$ cat config.mk
export PLATFORM = sky130hd
export DESIGN_NAME = lss5_predict
export DESIGN_NICKNAME = d
export VERILOG_FILES = /design/src/rtl/lss_pkg.sv /design/src/rtl/lss5_predict.sv
export SDC_FILE = /design/constraint.sdc
export NUM_CORES = 1
export LEC_CHECK = 0
export CORE_AREA = 3 3 40 42
export DETAILED_ROUTE_END_ITERATION = 7
export DIE_AREA = 0 0 43 45
export PLACE_DENSITY_LB_ADDON = 0.2
export SLEW_MARGIN = 20
export SYNTH_ARGS = -nofsm -noshare
export SYNTH_HDL_FRONTEND = slang
export SYNTH_SLANG_ARGS = --single-unit
$ cat constraint.sdc
create_clock -name vclk -period 1.8
set_clock_uncertainty 0.05 [all_clocks]
set_input_delay 0.54 -clock vclk [all_inputs]
set_output_delay 0.54 -clock vclk [all_outputs]
set_load 0.03 [all_outputs]
$ cat src/rtl/lss_pkg.sv
// rtl/lss_pkg.sv - shared constants, state type and recurrence for the 5-bit LFSR sequence checker
package lss_pkg;

  localparam int LSS_W = 5;
  localparam logic [LSS_W-1:0] SEED = 5'b11111;

  typedef enum logic [1:0] {
    SEARCH,
    SYNC,
    LOCKED
  } lss_state_t;

  // Generator recurrence; the all-zero state maps to itself (lockup).
  function automatic logic [LSS_W-1:0] lss_next(input logic [LSS_W-1:0] p);
    lss_next = {p[4] ^ p[3], p[2] ^ p[4], p[1], p[0], p[4]};
  endfunction

endpackage

$ cat src/rtl/lss5_predict.sv
// rtl/lss5_predict.sv - combinational next-state prediction, match and zero detection
module lss5_predict
  import lss_pkg::*;
(
  input  logic [LSS_W-1:0] in_q,
  input  logic [LSS_W-1:0] prev,
  output logic [LSS_W-1:0] nxt,
  output logic             match,
  output logic             zero
);

  always_comb begin
    nxt   = lss_next(prev);
    match = (in_q == nxt);
    zero  = (in_q == '0);
  end

endmodule

# Word-level counts from Yosys, hierarchy flattened
# Cells that the tools add are included.
# op_classes
eq_ne	1
reduce_logical	1
bitwise	2
# op_table
cell	count
5-bit equality test	1
5-bit logical NOT	1
1-bit XOR	2
# totals
input_bits	10
ff_bits	0
out_inout_bits	7
wordCells	4

# Longest topological paths before layout
# logic_depth
ltp_word	2
depth_mapped	3
ltp_nobuf	3

# Least setup slack after synthesis
# No wires, ideal clock.
# synth_timing
path_kind	input-to-output
startpoint	input port prev[4]
endpoint	output port match
setup_slack_ns	-0.739
arrival_time_ns	1.949
required_ns	1.210
cell_stages	3
n_path_buf	0
path_cell_list	xor2_1 > xor2_1 > nor3_1
# synth_between
elab_chain_len	2
elab_cells_between_ends	3
classes_between	eq/ne: 1; bitwise: 2
# synth_rtl
element	line_no	text
start, declared	lss5_predict.sv:6	input logic [LSS_W-1:0] prev,
1-bit XOR	lss_pkg.sv:15	lss_next = {p[4] ^ p[3], p[2] ^ p[4], p[1], p[0], p[4]};
5-bit equality test *	lss5_predict.sv:14	match = (in_q == nxt);
end, declared	lss5_predict.sv:8	output logic match,
# Every way passes the cells marked *; elsewhere a longest branch is shown, timed or not.

# Final worst setup path
# layout_timing
startpoint	input port prev[0]
endpoint	output port match
# layout_between
elab_chain_len	1
# layout_rtl
element	line_no
5-bit equality test	lss5_predict.sv:14
# No other way between the ends.

==> metrics.cfg <==
[min_path]
hp-class = in -> out
min_to = nxt[0]
worst_hold_startpoint = prev[4]
worst_hold_path.num_cells = 3

[timing]
slew_viol_final = 0
hold_viol_final = 0
fin_ws_ns = -0.222
relSlewSlack_pct = 88.8
rsz0062_at_grt = yes
tns_ns = -0.398
post-route-period-util_pct = 112
setup_viol = 2
worstMarginPinSlew_ns = 0.167
timing.fmax_mhz = 495
post-route-min-period_ns = 2.02

[routing]
firstDrtPassIters = 1
num_vias = 183
antenna_left = 0
drt_iter0_drc = 0
wire_per_inst_um = 9.88
post-route-drc-count = 0
vias_per_cell = 3.52
routed_wl_um = 514

[layout]
final_nets = 49
seqCellArea_um2 = 0
final_cells = 52
layout-drive-gt1-share_pct = 91.9
fillers = 141
seq_cell_count = 0
nClkBuffers = 0
insertedDiodeCount = 0
syn_to_final_growth_pct = 302

[clocking]
postCtsHoldBufs = 0

[floorplanning]
initial_utilization_pct = 8.18
dieArea_um2 = 1940
die_h_um = 45
fp-row-count = 13
core_area_um2 = 1280
io_pins = 17
die_w_um = 43

[setup_path]
worstPathArrival_ns = 1.43
cp-end-kind = output port
path_max_fanout = 2
critPathKind = in -> out
worstPathRequired_ns = 1.21
start_kind = primary input

[synthesis]
yosysTopAreaCellShare_pct = 33.3
syn_nets = 24
synthCells = 14
ys_types = 7
synthTopCellsByArea = xor2_1 33%, xnor2_1 25%, buf_4 21%, or4_1 7.1%, nand3_1 4.8%
syn_avg_cell_area_um2 = 7.51
ys_seq_area_share_pct = 0
yosysMostFrequentCell = xor2_1
syn_area_um2 = 105
synth_top_cell_by_area = xor2_1
yosysWarningCount = 0
synth_common_cells = 4 x xor2_1, 3 x buf_4, 3 x xnor2_1

[power]
vdd_drop_max_v = 0.000115
powerDensity_nw_per_um2 = 296
power.leakage_nw = 0.194

[placement]
numPortBuffers = 17
dp_cells = 51
gp_congestion = 0.800

[grt]
grt_pass1_wl_um = 793
grt_use_total_pct = 5.01
grt_pass1_vias = 198
grt_max_degree = 3
antenna_found_initial = 0
grt_overflow = 0

[outcome]
status = complete, but fails checks
violations = negative setup slack

[job]
drv_cap = 0

==> cell families (layout without fill, tap and decap cells) <==
family / after synthesis / count (layout) / share of synthesized area [%]
xor gates and xnor gates: 7 / 7 / 58.3
buffers and inverters: 3 / 26 / 21.4
and+or+nand+nor: 4 / 4 / 20.2
==> how the worst max path moves through the flow <==
stage               endpoint    start  depth (start not counted)  slack (ns)
detailed placement     match  prev[4]                          6       -0.61
global placement       match  prev[4]                          6       -0.61
finish                 match  prev[0]                          5       -0.22
CTS                    match  prev[4]                          6       -0.21
global route           match  prev[0]                          5       -0.27
floorplan              match  prev[4]                          3       -0.10
==> power breakdown <==
group	internal [mW]	total, mW	switching, mW
registers	0	0	0
clock network	0	0	0
logic	0.0653	0.125	0.0598
total	0.0653	0.125	0.0598
==> timing repair <==
action	in CTS	in global routing
gates resized for setup	39	5
endpoints found under the setup margin	6	3
pin swaps	6	4
gates cloned	0	0
buffers inserted	1	0
==> layer usage <==
layer	GRT usage, %	wire length, µm
met1	6.55	168
met4	0	0
met2	9.28	254
met3	0.797	90
met5	0	0
==> cells in the final DEF, fill, tap and decap left out <==
cell           instances
xor2_2                 2
or4_4                  1
xnor2_2                3
clkbuf_2               1
buf_4                 11
buf_2                  3
nor2_4                 1
nor3_4                 1
nand3_2                1
dlygate4sd2_1          3
xor2_4                 2
buf_6                  8
==> worst max-delay path, stage by stage <==
cell and delay (ns):
dlygate4sd2_1 0.27, xnor2_2 0.17, nand3_2 0.12, nor3_4 0.19, buf_6 0.15
==> stage by stage <==
stage	area [µm²]	setup slack (ns)	utilization (%)	hold slack [ns]	total power [mW]
finish	423	-0.222	32.9	1.36	0.125
global route	423	-0.265	32.9	1.37	0.133
CTS	404	-0.209	31.5	1.36	0.119
detailed placement	374	-0.606	29.1	1.65	0.112
global placement	374	-0.606	29.1	1.65	0.113
floorplan	165	-0.102	-	1.07	0.0525
==> cell type report <==
class / count / area (µm²) / area share (%)
tap: 15 / 18.8 / 4.44
timing repair buffer: 26 / 219 / 51.8
multi-input combinational: 11 / 185 / 43.8
No activity file was read; power rests on OpenSTA's default activity.
